### src/rtl/mem_pkg.sv
// Purpose: shared op codes, FSM states and byte-lane helpers for the MEM stage.
// Latency: n/a (types, constants and pure functions only).
// Backpressure: n/a.
package mem_pkg;

  // Memory op encodings carried down the pipeline from decode.
  localparam logic [3:0] MEM_NONE = 4'd0;
  localparam logic [3:0] MEM_LB   = 4'd1;
  localparam logic [3:0] MEM_LBU  = 4'd2;
  localparam logic [3:0] MEM_LH   = 4'd3;
  localparam logic [3:0] MEM_LHU  = 4'd4;
  localparam logic [3:0] MEM_LW   = 4'd5;
  localparam logic [3:0] MEM_SB   = 4'd6;
  localparam logic [3:0] MEM_SH   = 4'd7;
  localparam logic [3:0] MEM_SW   = 4'd8;

  // Big-endian lane map: byte offset 0 lives in bits 31:24 (be[3]).
  localparam logic [3:0] BE_BYTE0   = 4'b1000;
  localparam logic [3:0] BE_HALF_HI = 4'b1100;
  localparam logic [3:0] BE_HALF_LO = 4'b0011;
  localparam logic [3:0] BE_WORD    = 4'b1111;

  typedef enum logic [1:0] {
    S_IDLE = 2'd0,
    S_REQ  = 2'd1,
    S_DONE = 2'd2
  } state_e;

  function automatic logic is_mem_op(input logic [3:0] op);
    return (op >= MEM_LB) && (op <= MEM_SW);
  endfunction

  function automatic logic is_store_op(input logic [3:0] op);
    return (op >= MEM_SB) && (op <= MEM_SW);
  endfunction

  // Byte enables for an access; loads use the same lane mask as stores of equal size.
  function automatic logic [3:0] lane_mask(input logic [3:0] op, input logic [1:0] a);
    case (op)
      MEM_LB, MEM_LBU, MEM_SB: return BE_BYTE0 >> a;
      MEM_LH, MEM_LHU, MEM_SH: return a[1] ? BE_HALF_LO : BE_HALF_HI;
      default:                 return BE_WORD;
    endcase
  endfunction

  // Replicate the store source across every lane it could land in.
  function automatic logic [31:0] store_word(input logic [3:0] op, input logic [31:0] rt);
    case (op)
      MEM_SB:  return {4{rt[7:0]}};
      MEM_SH:  return {2{rt[15:0]}};
      default: return rt;
    endcase
  endfunction

endpackage

### src/rtl/mem_stage_if.sv
// Purpose: req/ack data-memory port between the MEM stage (master) and data memory (slave).
// Latency: ack may come any number of cycles after req; rdata is valid in the ack cycle.
// Backpressure: master holds req and all request fields stable until ack.
interface mem_stage_if #(
  parameter int ADDR_W = 32
);
  logic              req;
  logic              we;
  logic [ADDR_W-1:0] addr;
  logic [3:0]        be;
  logic [31:0]       wdata;
  logic              ack;
  logic [31:0]       rdata;

  modport master (output req, we, addr, be, wdata, input ack, rdata);
  modport slave  (input req, we, addr, be, wdata, output ack, rdata);
endinterface

### src/rtl/mem_load_ext.sv
// Purpose: selects the addressed byte/halfword of a big-endian read word and sign/zero-extends it.
// Latency: combinational.
// Backpressure: none.
module mem_load_ext
  import mem_pkg::*;
(
  input  logic [3:0]  op,
  input  logic [1:0]  lane,
  input  logic [31:0] word,
  output logic [31:0] data
);

  logic [7:0]  sel_b;
  logic [15:0] sel_h;

  // Lane select then extension according to the load flavour.
  always_comb begin
    sel_b = 8'h00;
    sel_h = 16'h0000;
    data  = word;
    case (lane)
      2'd0:    sel_b = word[31:24];
      2'd1:    sel_b = word[23:16];
      2'd2:    sel_b = word[15:8];
      default: sel_b = word[7:0];
    endcase
    sel_h = lane[1] ? word[15:0] : word[31:16];
    case (op)
      MEM_LB:  data = {{24{sel_b[7]}}, sel_b};
      MEM_LBU: data = {24'h0, sel_b};
      MEM_LH:  data = {{16{sel_h[15]}}, sel_h};
      MEM_LHU: data = {16'h0, sel_h};
      default: data = word;
    endcase
  end

endmodule

### src/rtl/mem_stage.sv
// Purpose: MEM pipeline stage; runs loads/stores on the dmem port, passes ALU results through.
// Latency: non-memory ops 0 cycles; memory ops 3 cycles minimum plus one per dmem wait cycle.
// Backpressure: stall_req_o holds upstream while an access is outstanding.
// Build option: MEM_ALIGN_CHECK_EN adds misalign_o and suppresses misaligned half/word accesses.
module mem_stage
  import mem_pkg::*;
#(
  parameter int ADDR_W     = 32,
  parameter int REG_ADDR_W = 5
) (
  input  logic                  clk,
  input  logic                  rst,
  input  logic                  ex_write_reg_en_i,
  input  logic [REG_ADDR_W-1:0] ex_write_reg_addr_i,
  input  logic [31:0]           ex_write_reg_data_i,
  input  logic [3:0]            mem_op_i,
  input  logic [ADDR_W-1:0]     mem_addr_i,
  input  logic [31:0]           mem_store_data_i,
  mem_stage_if.master           dmem,
  output logic                  stall_req_o,
  output logic                  mem_write_reg_en_o,
  output logic [REG_ADDR_W-1:0] mem_write_reg_addr_o,
  output logic [31:0]           mem_write_reg_data_o
`ifdef MEM_ALIGN_CHECK_EN
  ,
  output logic                  misalign_o
`endif
);

  state_e      state;
  logic [31:0] rdata_buf;
  logic [31:0] load_data;
  logic        mem_op;
  logic        misalign;
  logic        start;

  assign mem_op = is_mem_op(mem_op_i);

`ifdef MEM_ALIGN_CHECK_EN
  assign misalign = ((mem_op_i == MEM_LH || mem_op_i == MEM_LHU || mem_op_i == MEM_SH) && mem_addr_i[0])
                 || ((mem_op_i == MEM_LW || mem_op_i == MEM_SW) && (mem_addr_i[1:0] != 2'b00));
  assign misalign_o = !rst && (state == S_IDLE) && misalign;
`else
  assign misalign = 1'b0;
`endif

  assign start       = !rst && (state == S_IDLE) && mem_op && !misalign;
  assign stall_req_o = start || (!rst && state == S_REQ);

  mem_load_ext u_load_ext (
    .op   (mem_op_i),
    .lane (mem_addr_i[1:0]),
    .word (rdata_buf),
    .data (load_data)
  );

  // FSM with the registered dmem request bank and read-data buffer.
  always_ff @(posedge clk) begin
    if (rst) begin
      state      <= S_IDLE;
      dmem.req   <= 1'b0;
      dmem.we    <= 1'b0;
      dmem.addr  <= '0;
      dmem.be    <= 4'h0;
      dmem.wdata <= 32'h0;
      rdata_buf  <= 32'h0;
    end else begin
      case (state)
        S_IDLE: begin
          if (start) begin
            dmem.req   <= 1'b1;
            dmem.we    <= is_store_op(mem_op_i);
            dmem.addr  <= {mem_addr_i[ADDR_W-1:2], 2'b00};
            dmem.be    <= lane_mask(mem_op_i, mem_addr_i[1:0]);
            dmem.wdata <= store_word(mem_op_i, mem_store_data_i);
            state      <= S_REQ;
          end
        end
        S_REQ: begin
          if (dmem.ack) begin
            rdata_buf <= dmem.rdata;
            dmem.req  <= 1'b0;
            dmem.we   <= 1'b0;
            state     <= S_DONE;
          end
        end
        default: state <= S_IDLE;
      endcase
    end
  end

  // Writeback mux: ALU pass-through in IDLE, extended load data in DONE, nothing otherwise.
  always_comb begin
    mem_write_reg_en_o   = 1'b0;
    mem_write_reg_addr_o = ex_write_reg_addr_i;
    mem_write_reg_data_o = ex_write_reg_data_i;
    if (!rst) begin
      if (state == S_IDLE && !mem_op) begin
        mem_write_reg_en_o = ex_write_reg_en_i;
      end else if (state == S_DONE && mem_op && !is_store_op(mem_op_i)) begin
        mem_write_reg_en_o   = ex_write_reg_en_i;
        mem_write_reg_data_o = load_data;
      end
    end
  end

endmodule

### src/flat_wrapper.sv
// flat-port wrapper written by rule: the top's interface ports become plain ports
module mem_stage_flat import mem_pkg::*;
#(
  parameter int ADDR_W     = 32,
  parameter int REG_ADDR_W = 5
)
  (clk, rst, ex_write_reg_en_i, ex_write_reg_addr_i, ex_write_reg_data_i, mem_op_i, mem_addr_i, mem_store_data_i, stall_req_o, mem_write_reg_en_o, mem_write_reg_addr_o, mem_write_reg_data_o, dmem_req, dmem_we, dmem_addr, dmem_be, dmem_wdata, dmem_ack, dmem_rdata);
  mem_stage_if #(.ADDR_W(ADDR_W)) dmem_i ();
  input  logic clk;
  input  logic rst;
  input  logic ex_write_reg_en_i;
  input  logic [REG_ADDR_W-1:0] ex_write_reg_addr_i;
  input  logic [31:0] ex_write_reg_data_i;
  input  logic [3:0] mem_op_i;
  input  logic [ADDR_W-1:0] mem_addr_i;
  input  logic [31:0] mem_store_data_i;
  output logic stall_req_o;
  output logic mem_write_reg_en_o;
  output logic [REG_ADDR_W-1:0] mem_write_reg_addr_o;
  output logic [31:0] mem_write_reg_data_o;
  output wire logic [$bits(dmem_i.req)-1:0] dmem_req;
  output wire logic [$bits(dmem_i.we)-1:0] dmem_we;
  output wire logic [$bits(dmem_i.addr)-1:0] dmem_addr;
  output wire logic [$bits(dmem_i.be)-1:0] dmem_be;
  output wire logic [$bits(dmem_i.wdata)-1:0] dmem_wdata;
  input wire logic [$bits(dmem_i.ack)-1:0] dmem_ack;
  input wire logic [$bits(dmem_i.rdata)-1:0] dmem_rdata;
  assign dmem_req = dmem_i.req;
  assign dmem_we = dmem_i.we;
  assign dmem_addr = dmem_i.addr;
  assign dmem_be = dmem_i.be;
  assign dmem_wdata = dmem_i.wdata;
  assign dmem_i.ack = dmem_ack;
  assign dmem_i.rdata = dmem_rdata;
  mem_stage #(.ADDR_W(ADDR_W), .REG_ADDR_W(REG_ADDR_W)) u_core (.clk(clk), .rst(rst), .ex_write_reg_en_i(ex_write_reg_en_i), .ex_write_reg_addr_i(ex_write_reg_addr_i), .ex_write_reg_data_i(ex_write_reg_data_i), .mem_op_i(mem_op_i), .mem_addr_i(mem_addr_i), .mem_store_data_i(mem_store_data_i), .dmem(dmem_i), .stall_req_o(stall_req_o), .mem_write_reg_en_o(mem_write_reg_en_o), .mem_write_reg_addr_o(mem_write_reg_addr_o), .mem_write_reg_data_o(mem_write_reg_data_o));
endmodule
### config.mk
export PLATFORM = sky130hd
export DESIGN_NAME = mem_stage_flat
export DESIGN_NICKNAME = d
export VERILOG_FILES = /design/src/rtl/mem_pkg.sv /design/src/rtl/mem_stage_if.sv /design/src/rtl/mem_load_ext.sv /design/src/rtl/mem_stage.sv /design/src/flat_wrapper.sv
export SDC_FILE = /design/constraint.sdc
export NUM_CORES = 1
export LEC_CHECK = 0
export CORE_MARGIN = 3
export CORE_UTILIZATION = 43
export CTS_BUF_LIST = sky130_fd_sc_hd__clkbuf_8
export DETAILED_ROUTE_END_ITERATION = 12
export MAX_ROUTING_LAYER = met4
export PLACE_DENSITY = 0.84
export SYNTH_ARGS = -nofsm -noshare
export SYNTH_HDL_FRONTEND = slang
export SYNTH_SLANG_ARGS = --single-unit
### constraint.sdc
create_clock -name clk -period 3.4 [get_ports clk]
set_input_delay 0.85 -clock clk [delete_from_list [all_inputs] [get_ports clk]]
set_output_delay 0.85 -clock clk [all_outputs]
set_load 0.03 [all_outputs]
==> impl_metrics.ini, run 1 <==
[outcome]
outcome = finished, final reports clean

[synth]
synth-seq-cells = 102
syn_avg_cell_area_um2 = 7.572
async_flop_share_pct = 0
yosysTopAreaCellShare_pct = 38.64
yosysUniqueCellTypes = 51
synth_flop_cell = dfxtp_1
netlist_top_cells_area = dfxtp_1 39%, nand2_1 13%, a21oi_1 7.7%
yosysWarnings = 0
synth-edff-count = 0
netlist_area_um2 = 5285
postSynthCellCount = 698
yosys.area.top_type = dfxtp_1
ys_seq_area_share_pct = 38.64

[sta]
period_minus_slack_ns = 3.387
finalSetupTns_ns = 0
setup_viol = 0
worstMarginPinSlew_ns = 1.097
maxSlewHeadroom_pct = 26.88
maxSlewViolCount = 0
timing.final.crit_share_pct = 99.62
hold_viol_final = 0
rsz0062_at_grt = yes
skew_ns = 0.01134
fmax_mhz = 295.2

[clock_network]
cts_tree = built
clock_path_buffers = 2
numCtsBuffers = 9
clock-sinks = 102
htreeDepth = 3
clk_pin_slew_ns = 0.10
post-cts-setup-buffers = 0
worstSkewPairLatency_ns = 0.37
cts-root-buf = clkbuf_8

[global_routing]
grt_first_pass_wirelength_mm = 27.98
grt_pass1_vias = 5415
grt_use_total_pct = 26.93
grt_max_degree = 119
antenna_found_initial = 0
overflow = 0

[detailed_routing]
drc_errors = 0
firstDrtPassIters = 5
ant_nets = 0
drt_iter0_drc = 511
wl_mm = 18.53
viasPerCell = 5.383
detail_route.wl_per_cell_um = 17.35
vias = 5749

[floorplan]
rows = 39
coreArea_um2 = 11710
io_pins = 250
fp.dieW_um = 116.9
fp.dieArea_um2 = 13660
start_util_pct = 45.13
die_h_um = 116.9

[layout]
fillerInstances = 964
final_nets = 1061
final_area_um2 = 8089
final_cell_mix = 196 x clkdlybuf4s50_1, 180 x nand2_1, 102 x dfxtp_1, 79 x a21oi_1
syn2layout_area_growth_pct = 53.05
drive_above_1_share_pct = 14.05
num_antenna_cells = 0
final_common_cell = clkdlybuf4s50_1

[run]
maxCapViolCount = 0

[place]
portBuffers = 237
gp_congestion = 1.003
placedInstanceArea_um2 = 7790
hpwlAfterDp_mm = 13.65

[power_and_ir_drop]
ir_worst_vdd_uv = 288.5
power.density_nw_per_um2 = 386.3
cellLeakagePower_nw = 3.017

[setup_path]
critPathMaxFanout = 7
startpoint_type = input port
path_class = input port to output pin
rr_endpoint = u_core.dmem.wdata[20]
end_kind = output pin
reg2reg_from = u_core.state[1]
endpoint = mem_write_reg_data_o[3]
critPathArrivalTime_ns = 2.54
crit_start = mem_op_i[1]
r2r_cells = 4
r2r_slack_ns = 1.17
required_ns = 2.55

[hold_path]
hold_path.class = flop to flop
## registers in the layout (all words and copies together), names as in the netlist
name               cells
u_core.rdata_buf      32
u_core.dmem.be         4
u_core.dmem.wdata     32
u_core.dmem.addr      30
u_core.state           2
u_core.dmem.req        1
u_core.dmem.we         1
## power by group
group | total, mW | internal (mW) | leakage (nW) | switching (mW)
logic | 0.946 | 0.442 | 2.07 | 0.504
clock network | 0.826 | 0.404 | 0.115 | 0.421
registers | 1.35 | 1.29 | 0.836 | 0.0659
total | 3.12 | 2.13 | 3.02 | 0.992
## area by class of cell
| type | count | area (um2) | share of cell area [%] |
|---|---|---|---|
| clock inverter | 4 | 51.30 | 0.6342 |
| timing repair buffer | 279 | 2700 | 33.38 |
| tap | 143 | 178.9 | 2.212 |
| sequential | 102 | 2042 | 25.24 |
| inverter | 12 | 45.04 | 0.5568 |
| clock buffer | 12 | 165.2 | 2.042 |
| multi-input combinational | 516 | 2907 | 35.93 |
## metal layers
layer  part of all wire (%)  vias up  track usage (%)
met5                      0        -                -
met3                    7.6       26            7.506
met4                    1.8        0            6.269
met1                     40     2674            32.97
li1                       -     2837                -
met2                     50      212            44.33
## kinds of logic (layout without fill, tap and decap cells)
| group | count (synthesis) | in the layout | synth area share [%] |
|---|---|---|---|
| simple gates | 278 | 278 | 22.04 |
| compound gates | 199 | 199 | 22.54 |
| flops | 102 | 102 | 38.64 |
| buf+inv | 81 | 307 | 8.049 |
| mux | 36 | 36 | 8.499 |
| other cells | 1 | 2 | 0.07095 |
| xor+xnor | 1 | 1 | 0.1657 |
## worst min path at each step
stage	from	to	cells after the start
finish	u_core.dmem.wdata[0]	u_core.dmem.wdata[0]	2
global route	u_core.dmem.addr[24]	u_core.dmem.addr[24]	2
CTS	u_core.dmem.wdata[0]	u_core.dmem.wdata[0]	2
detailed placement	u_core.dmem.wdata[0]	u_core.dmem.wdata[0]	2
global placement	u_core.dmem.wdata[0]	u_core.dmem.wdata[0]	2
floorplan	u_core.rdata_buf[0]	u_core.rdata_buf[0]	2
## synthesized netlist by cell type, types with 2 or more instances
master	instances
nor2_1	63
a31oi_1	6
and3b_1	2
mux2i_1	28
clkbuf_1	30
nand3_1	4
nand2b_1	3
or3b_2	2
or3_1	2
and2_1	2
nor2b_1	4
a31o_2	3
buf_4	9
nand2_1	180
nand3b_1	2
o21ai_0	37
buf_6	8
clkbuf_2	5
a21oi_1	81
a32o_1	7
mux4_2	7
buf_2	17
o211ai_1	8
a211oi_1	17
dfxtp_1	102
a221oi_1	10
clkinv_1	2
inv_1	10
nor3_1	2
o21ai_1	22
nor3b_1	3
## through the flow
stage / total power, mW / instances / util (%) / hold slack, ns / setup WS, ns
finish: 3.125 / 1068 / 69.07 / 0.4524 / 0.01283
global route: 3.258 / 1068 / 69.07 / 0.4743 / -0.02092
CTS: 3.139 / 1068 / 68.81 / 0.4550 / 0.01824
detailed placement: 2.310 / 1051 / 66.52 / 0.4404 / -0.2723
global placement: 2.297 / 1051 / 66.52 / 0.4349 / -0.2489
floorplan: 1.871 / 699 / - / 0.4427 / 0.1061
## repair_timing
action,4_1_cts,5_1_grt
cloned,1,0
resized for setup,21,14
setup endpoints to repair,34,29
endpoints found under the hold margin,0,0
pin swaps,2,3
hold buffers,0,0
## worst max-delay path, stage by stage
cell,delay [ns]
dlygate4sd2_1,0.28
buf_6,0.15
buf_4,0.13
nor4b_1,0.40
a211oi_2,0.07
buf_4,0.18
o21ai_0,0.20
a21oi_1,0.10
buf_4,0.17
(Power assumes the default switching activity.)
==> inputs of run 2 (changes only) <==
Settings changed: CORE_UTILIZATION 43 to 46, PLACE_DENSITY 0.84 to 0.89.
Clock period 3.4 ns to 4 ns, I/O delays scaled along.
==> impl_metrics.ini, run 2 (synthesis results as in run 1) <==
[sta]
period_minus_slack_ns = 4.021
maxSlewHeadroom_pct = 55.69
worstMarginPinSlew_ns = 0.6647
maxSlewViolCount = 0
setup_ws_ns = -0.02127
hold_viol_final = 0
skew_ns = 0.02500
fmax_mhz = 248.7
timing.final.crit_share_pct = 100.5
rsz0062_at_grt = yes
setup_viol = 1

[layout]
reg.largest.list = u_core.dmem.wdata: 32 flops, u_core.rdata_buf: 32 flops, u_core.dmem.addr: 30 flops
ff_latch_area_um2 = 2042
final_area_um2 = 7839
final_cell_mix = 198 x clkdlybuf4s50_1, 180 x nand2_1, 102 x dfxtp_1, 81 x a21oi_1, 66 x buf_4
multi_input_area_um2 = 2834
final_common_cell = clkdlybuf4s50_1
fillerInstances = 893
final_util_pct = 71.06
drive_above_1_share_pct = 11.79
syn2layout_area_growth_pct = 48.32
final_nets = 1053

[clock_network]
htreeDepth = 3
cts_tree = built
cts_hold_buf = 0
clk_pin_slew_ns = 0.11
clock-sinks = 102
worstSkewPairLatency_ns = 0.37
clock_path_buffers = 2
numCtsBuffers = 9
cts-root-buf = clkbuf_8

[place]
placedInstanceArea_um2 = 7651
hpwlAfterDp_mm = 13.55
gp_congestion = 0.9902
portBuffers = 237

[power_and_ir_drop]
pwr-share-seq_pct = 45.1
ir_worst_vdd_uv = 209.1
cellLeakagePower_nw = 2.928
pwr-share-comb_pct = 30.7
swShare_pct = 33.57
power.density_nw_per_um2 = 324.8
clkPwrFrac_pct = 24.1
intPower_mw = 1.692
p_total_mw = 2.546
power.switching_mw = 0.8547

[floorplan]
fp.dieArea_um2 = 12810
io_pins = 250
coreArea_um2 = 11030
start_util_pct = 47.91
die_h_um = 113.2
fp.dieW_um = 113.2
rows = 38

[setup_path]
r2r_cells = 5
required_ns = 3.00
critPathTopFamily = buffers and inverters
slowest_delay_ns = 0.63
path_cells = clkdlybuf4s50_1 > or3_1 > nand4_2 > o41ai_1 > buf_4
rr_endpoint = u_core.dmem.wdata[13]
path_class = input port to output pin
cp_slowest_cell = o41ai_1
worst-path-buf-inv = 2
end_kind = output pin
r2r_slack_ns = 2.07
startpoint_type = input port
reg2reg_from = u_core.state[1]
critPathMaxFanout = 8
critPathArrivalTime_ns = 3.02

[detailed_routing]
viasPerCell = 5.462
firstDrtPassIters = 7
detail_route.wl_per_cell_um = 16.81
ant_nets = 0
drt_iter0_drc = 527
wl_mm = 17.77
vias = 5773
drc_errors = 0

[global_routing]
grt_use_total_pct = 27.62
grt_max_degree = 62
grt_first_pass_wirelength_mm = 27.89
grt_pass1_vias = 5364
antenna_found_initial = 1
overflow = 0

[outcome]
outcome = finished with violations
violations = negative setup slack

[run]
maxCapViolCount = 0

[hold_path]
hold_path.class = flop to flop
min_to = u_core.dmem.wdata[3]
hold_depth = 2
hp-start = u_core.dmem.wdata[3]
run 2: cell count changes in the layout (fill, tap and decap cells not counted), sizes merged, moves of 2 or more:
cell           change
clkdlybuf4s50      +2
clkbuf             -5
buf                -8
inv                +2
dlymetal6s2s       +2
run 2: tightest hold or removal path: cells and delay by family, from the launching register on:
kind / cells / cell delay [ns]
compound gates: 1 / 0.05
flops: 1 / 0.32
simple gates: 1 / 0.05
run 2: power by group through the flow:
| stage | clock, mW | sequential, mW | combinational, mW |
|---|---|---|---|
| 3_3_place_gp | 0 | 1.17 | 0.772 |
| 5_1_grt | 0.671 | 1.16 | 0.837 |
| 4_1_cts | 0.623 | 1.15 | 0.784 |
| 6_report | 0.615 | 1.15 | 0.783 |
| 3_5_place_dp | 0 | 1.17 | 0.782 |
| 2_1_floorplan | 0 | 1.28 | 0.310 |
run 2: cell type report:
type	instances	area share, %
flip-flops and latches	102	26.05
diodes	1	0.03192
repair buffers	271	32.72
multi-input cells	516	36.15
well taps	140	2.235
inverters	12	0.5746
clock inverters	6	0.6544
clock buffers	9	1.580
run 2: through the flow:
stage	setup slack, ns	hold slack, ns	instances	TNS, ns
detailed placement	-0.04035	0.4398	1041	-0.08644
CTS	0.05734	0.4566	1056	0
global placement	-0.05413	0.4351	1041	-0.08480
finish	-0.02127	0.4538	1057	-0.02127
floorplan	0.02139	0.4427	699	0
global route	-0.03522	0.4697	1057	-0.2583
run 2: per-layer routing:
layer / track usage, % / share of wire, % / vias to the layer above
met5: - / 0 / -
met4: 8.253 / 2.6 / 0
met3: 6.043 / 8.6 / 34
met2: 43.48 / 48 / 260
met1: 35.69 / 41 / 2662
li1: - / - / 2817
run 2: worst max path at each step:
stage | to | from | depth (start not counted) | slack (ns)
global placement | mem_write_reg_data_o[2] | mem_op_i[1] | 8 | -0.05
finish | mem_write_reg_data_o[7] | mem_op_i[0] | 5 | -0.02
floorplan | mem_write_reg_data_o[7] | mem_addr_i[1] | 6 | 0.02
CTS | mem_write_reg_data_o[1] | mem_addr_i[0] | 6 | 0.06
detailed placement | mem_write_reg_data_o[7] | mem_op_i[1] | 6 | -0.04
global route | mem_write_reg_data_o[2] | mem_op_i[0] | 7 | -0.04
run 2: repair_timing:
| action | CTS | global route |
|---|---|---|
| hold endpoints to repair | 0 | 0 |
| gates resized for setup | 2 | 5 |
| buffers inserted | 0 | 0 |
| setup endpoints to repair | 3 | 25 |
